**src/rtl/rvvi_depacketizer_pkg.sv**
```systemverilog
// Shared types and sizing for the RVVI trace depacketizer.
package rvvi_depacketizer_pkg;

  typedef struct packed {
    int XLEN;
  } cvw_t;

  localparam cvw_t RVVI_CVW_DEFAULT = '{XLEN: 64};
  localparam int HDR_WORDS = 4;
  localparam logic [15:0] RVVI_ETHERTYPE = 16'h88B5;

  typedef enum logic [2:0] {
    S_IDLE,
    S_HDR,
    S_PAY,
    S_DROP,
    S_OUT
  } state_t;

  function automatic int rvvi_w(input int xlen, input int max_csrs);
    return 72 + 5 * xlen + max_csrs * (xlen + 16);
  endfunction

endpackage

```
**src/rtl/rvvi_satcounter.sv**
```systemverilog
// 16-bit event counter that sticks at all-ones instead of wrapping.
module rvvi_satcounter (
  input  logic        clk,
  input  logic        reset,
  input  logic        en,
  output logic [15:0] count
);

  always_ff @(posedge clk or posedge reset) begin
    if (reset) begin
      count <= 16'h0000;
    end else if (en && count != 16'hFFFF) begin
      count <= count + 16'h0001;
    end
  end

endmodule

```
**src/rtl/rvvi_depacketizer.sv**
```systemverilog
// Reassembles one RVVI trace vector per Ethernet frame from a 32-bit AXI-stream; malformed frames are dropped and counted.
// Optional RVVI_SEQ_CHECK_EN adds a sequence-continuity check feeding SeqErrCount.
module rvvi_depacketizer
  import rvvi_depacketizer_pkg::*;
#(
  parameter cvw_t        P         = RVVI_CVW_DEFAULT,
  parameter int          MAX_CSRS  = 5,
  parameter logic [15:0] ETHERTYPE = RVVI_ETHERTYPE
) (
  input  logic                                   clk,
  input  logic                                   reset,
  input  logic [31:0]                            rx_axis_tdata,
  input  logic [3:0]                             rx_axis_tkeep,
  input  logic                                   rx_axis_tvalid,
  output logic                                   rx_axis_tready,
  input  logic                                   rx_axis_tlast,
  input  logic                                   rx_axis_tuser,
  output logic                                   RvviValid,
  input  logic                                   RvviReady,
  output logic [rvvi_w(P.XLEN, MAX_CSRS)-1:0]    Rvvi,
  output logic [15:0]                            DropCount,
  output logic [15:0]                            SeqErrCount
);

  localparam int RVVI_W = rvvi_w(P.XLEN, MAX_CSRS);
  localparam int PW     = (RVVI_W + 31) / 32;
  localparam int LASTW  = RVVI_W - 32 * (PW - 1);
  localparam int CW     = $clog2(PW + HDR_WORDS);
  localparam logic [CW-1:0] LAST_IDX = CW'(PW - 1);
  localparam logic [CW-1:0] HDR_LAST = CW'(HDR_WORDS - 1);

  state_t              state;
  logic [CW-1:0]       wcnt;
  logic [RVVI_W-1:0]   rvvi_q;
  logic                beat;
  logic                type_ok;
  logic                good_end;
  logic                to_out;
  logic                drop;
  logic                seq_err;

  assign rx_axis_tready = (state != S_OUT);
  assign beat           = rx_axis_tvalid && rx_axis_tready;
  // EtherType occupies bytes 12-13 of the header, sent most-significant byte first.
  assign type_ok        = {rx_axis_tdata[7:0], rx_axis_tdata[15:8]} == ETHERTYPE;
  assign good_end       = !rx_axis_tuser && (|rx_axis_tkeep);
  assign to_out         = (state == S_PAY) && beat && (wcnt == LAST_IDX) && rx_axis_tlast && good_end;
  assign Rvvi           = rvvi_q;

  always_comb begin
    drop = 1'b0;
    if (beat) begin
      case (state)
        S_IDLE:  drop = rx_axis_tlast;
        S_HDR:   drop = rx_axis_tlast || (wcnt == HDR_LAST && !type_ok);
        S_PAY:   drop = (wcnt == LAST_IDX) ? !(rx_axis_tlast && good_end) : rx_axis_tlast;
        default: drop = 1'b0;
      endcase
    end
  end

  always_ff @(posedge clk or posedge reset) begin
    if (reset) begin
      state     <= S_IDLE;
      wcnt      <= '0;
      rvvi_q    <= '0;
      RvviValid <= 1'b0;
    end else begin
      case (state)
        S_IDLE: begin
          if (beat && !rx_axis_tlast) begin
            state <= S_HDR;
            wcnt  <= CW'(1);
          end
        end
        S_HDR: begin
          if (beat) begin
            if (rx_axis_tlast) begin
              state <= S_IDLE;
            end else if (wcnt == HDR_LAST) begin
              state <= type_ok ? S_PAY : S_DROP;
              wcnt  <= '0;
            end else begin
              wcnt <= wcnt + CW'(1);
            end
          end
        end
        S_PAY: begin
          if (beat) begin
            for (int k = 0; k < PW - 1; k++) begin
              if (wcnt == CW'(k)) rvvi_q[32*k +: 32] <= rx_axis_tdata;
            end
            // Padding bits of the final word beyond RVVI_W are discarded.
            if (wcnt == LAST_IDX) rvvi_q[RVVI_W-1 -: LASTW] <= rx_axis_tdata[LASTW-1:0];
            if (wcnt == LAST_IDX) begin
              if (!rx_axis_tlast) begin
                state <= S_DROP;
              end else if (good_end) begin
                state     <= S_OUT;
                RvviValid <= 1'b1;
              end else begin
                state <= S_IDLE;
              end
            end else if (rx_axis_tlast) begin
              state <= S_IDLE;
            end else begin
              wcnt <= wcnt + CW'(1);
            end
          end
        end
        S_DROP: begin
          if (beat && rx_axis_tlast) state <= S_IDLE;
        end
        S_OUT: begin
          if (RvviReady) begin
            state     <= S_IDLE;
            RvviValid <= 1'b0;
          end
        end
        default: state <= S_IDLE;
      endcase
    end
  end

`ifdef RVVI_SEQ_CHECK_EN
  logic [15:0] seq_cur;
  logic [15:0] seq_exp;

  always_ff @(posedge clk or posedge reset) begin
    if (reset) begin
      seq_cur <= 16'h0000;
      seq_exp <= 16'h0000;
    end else begin
      if (state == S_HDR && beat && wcnt == HDR_LAST)
        seq_cur <= {rx_axis_tdata[23:16], rx_axis_tdata[31:24]};
      if (to_out) seq_exp <= seq_cur + 16'h0001;
    end
  end

  assign seq_err = to_out && (seq_cur != seq_exp);
`else
  assign seq_err = 1'b0;
`endif

  rvvi_satcounter u_drop_cnt (
    .clk   (clk),
    .reset (reset),
    .en    (drop),
    .count (DropCount)
  );

  rvvi_satcounter u_seq_cnt (
    .clk   (clk),
    .reset (reset),
    .en    (seq_err),
    .count (SeqErrCount)
  );

endmodule

```
**config.mk**
```make
export PLATFORM = sky130hd
export DESIGN_NAME = rvvi_depacketizer
export DESIGN_NICKNAME = d
export VERILOG_FILES = /design/src/rtl/rvvi_depacketizer_pkg.sv /design/src/rtl/rvvi_satcounter.sv /design/src/rtl/rvvi_depacketizer.sv
export SDC_FILE = /design/constraint.sdc
export NUM_CORES = 1
export LEC_CHECK = 0
export ABC_CLOCK_PERIOD_IN_PS = 42300
export BUFFER_PORTS_ARGS = -buffer_cell sky130_fd_sc_hd__buf_2
export CAP_MARGIN = 0
export CORE_AREA = 2 2 337 339
export DETAILED_ROUTE_END_ITERATION = 8
export DIE_AREA = 0 0 339 341
export SLEW_MARGIN = 20
export SYNTH_ARGS = -nofsm -noshare
export SYNTH_HDL_FRONTEND = slang
export SYNTH_SLANG_ARGS = --single-unit
```
**constraint.sdc**
```tcl
create_clock -name clk -period 42.3 [get_ports clk]
set_clock_uncertainty 0.15 [all_clocks]
set_input_delay 2.115 -clock clk [delete_from_list [all_inputs] [get_ports clk]]
set_output_delay 2.115 -clock clk [all_outputs]
set_load 0.01 [all_outputs]
```
==> flow_summary.yaml <==
status:
  status: "finished clean"
synthesis:
  syn_area_per_cell_um2: 16.0
  synthSimpleGateAreaFrac_pct: 2.06
  synth.most_common_cell: "dfrtp_1"
  synth_xor_area_share_pct: 0.421
  synth_edf_count: 0
  synthCells: 1944
  netlist.area_leader.share_pct: 65.6
  synthesis.area_um2: 31200
  synth_top_family_by_area: "multiplexers"
  yosys-top-cells-count: "dfrtp_1, mux2_2, clkbuf_1"
  ys_seq_elements: 817
  synth.area.mux_share_pct: 28.7
  seq_area_frac_synth_pct: 65.6
  synthArstFlopShare_pct: 100
  synth_top_area_cell: "dfrtp_1"
  synthFlopType: "dfrtp_1"
  synth_compound_area_share_pct: 0.566
  synth-adder-area-share_pct: 0.241
  yosysUniqueCellTypes: 56
  yosysWarningCount: 0
  synth_area_leaders: "dfrtp_1, mux2_2, mux2_1"
pwr:
  irDropWorstVdd_uv: 33.5
  p_leak_nw: 22.6
  cellPowerDensity_nw_per_um2: 48.8
floorplan:
  num_rows: 123
  die_y_um: 341
  die-area_um2: 116000
  initial_utilization_pct: 27.9
  coreArea_um2: 112000
  die_x_um: 339
  ios: 868
global_route:
  overflow: 0
  grtUsageTotal_pct: 17.3
  antenna_found_initial: 11
  grt_pass1_wl_mm: 146
  grt_max_degree: 166
  grt_pass1_vias: 19900
cts:
  cts.repair.resized: 0
  clkSlewWorstSetupHoldPaths_ps: 60
  cts.sinks: 817
  cts_root_buf: "clkbuf_16"
  cts_hold_repair.buffers: 0
  clockBufferDepth: 3
  cts_made_buffers: 87
  postCtsSetupBuffers: 0
  insertion_delay_ps: 650
  cts_tree: "built"
  htreeDepth: 3
finish:
  fillerInstances: 10900
  final_cell_area_um2: 39900
  fin_nets: 2819
  final_layout_size_suffix_gt1_share_pct: 64.1
  area_growth_pct: 28.1
worst_setup_path:
  worstPathRequired_ps: 42800
  cp_slowest_cell: "buf_4"
  critPathKind: "primary input to async pin"
  cp-end-kind: "async pin"
  crit_fanout: 165
  start_kind: "primary input"
  crit_chain: "buf_2, inv_8, buf_12, buf_4, buf_4, buf_12"
  max_stage_delay_ps: 700
  critPathArrivalTime_ps: 5970
sta:
  timing.fmax_mhz: 183
  period_share_pct: 12.9
  tightestPinTransition_ps: 966
  fin_tns_setup_ps: 0
  max_slew_margin_pct: 35.6
  rsz0062_at_grt: "no"
  final-hold-violation-count: 0
  drv_slew: 0
  min_period_ps: 5470
  finalSetupViolCount: 0
min_path:
  hold_class: "flop to flop"
drt:
  ant_nets: 0
  dr_total_vias: 19600
  first_pass_iters: 5
  drc_errors: 0
  drtIter0Drc: 1036
  wl_mm: 102
  via_per_inst: 4.51
  wl_per_cell_um: 23.6
placed_design:
  portBuffers: 851
  dpl.hpwl_mm: 70.6
  place_area_um2: 37100
  place_congestion: 0.782
flow_run:
  max_cap_viol_count: 0
## final timing paths
kind	startpoint	to	slack, ps	cells after the start
setup / recovery	reset	Rvvi[430]	36830	6
hold / removal	Rvvi[243]	Rvvi[243]	330	1
setup reg to reg	wcnt[0]	u_drop_cnt.count[1]	39020	6
hold reg to reg	Rvvi[243]	Rvvi[243]	330	1
max in group clk	rx_axis_tdata[14]	u_drop_cnt.count[1]	38030	7
min in group asynchronous	reset	Rvvi[59]	1510	2
## power breakdown
part           internal [W]  total, W  switching, W
Combinational      0.000120  0.000281      0.000161
Clock              0.000448  0.000766      0.000319
Sequential         0.000859  0.000901     0.0000415
Total               0.00143   0.00195      0.000522
## registers in the layout (all words and copies together) (netlist names)
name,count
RvviValid,1
wcnt,5
Rvvi,792
state,3
u_drop_cnt.count,16
## cells by family after synthesis
logic type,count (synthesis)
other,1
muxes,794
xor gates and xnor gates,15
AOI/OAI and AO/OA,24
DFF,817
adders and majority gates,6
buffers and inverters,171
and+or+nand+nor,116
## per-layer routing
layer,part of all wire [%],up-vias,track usage [%],wire length (um)
met5,0.013,-,0,13
met4,3.4,2,6.64,3480
met3,6.4,178,4.40,6550
met2,49,676,29.0,50400
met1,41,10200,21.4,42100
li1,-,8468,-,-
## worst max-delay path, delay by kind of cell
family                 cells  cell delay [ps]
buffers and inverters      6             3400
## layout by cell type (no fill, tap or decap), types with 12 or more instances in the layout
cell type	netlist	layout
buf_4	16	31
clkbuf_16	0	89
nand2_1	29	20
nor2_1	19	15
dfrtp_1	817	817
buf_2	45	851
mux2_1	29	29
conb_1	1	16
clkbuf_1	70	24
clkbuf_8	0	16
mux2_2	764	764
xor2_1	12	12
clkinv_2	0	13
## layout make-up
cell class	count	area [um^2]	share of cell area, %
inverters	9	41.3	0.103
clock inverters	25	320	0.802
flip-flops and latches	817	20400	51.2
clock buffers	129	2540	6.35
well taps	1500	1880	4.70
diodes	6	15.0	0.0376
multi-input cells	971	10100	25.4
repair buffers	885	4550	11.4
## metrics by stage
step	worst slack (ps)	utilization [%]	cells	total power (W)	hold slack (ps)
finish	36830	35.7	4342	0.00195	333
detailed placement	36100	33.1	4182	0.00120	325
global placement	36100	33.1	4182	0.00119	320
CTS	36830	35.7	4336	0.00198	339
floorplan	17090	-	1959	0.00107	371
global route	36370	35.7	4336	0.00204	346
(Power assumes the default switching activity.)
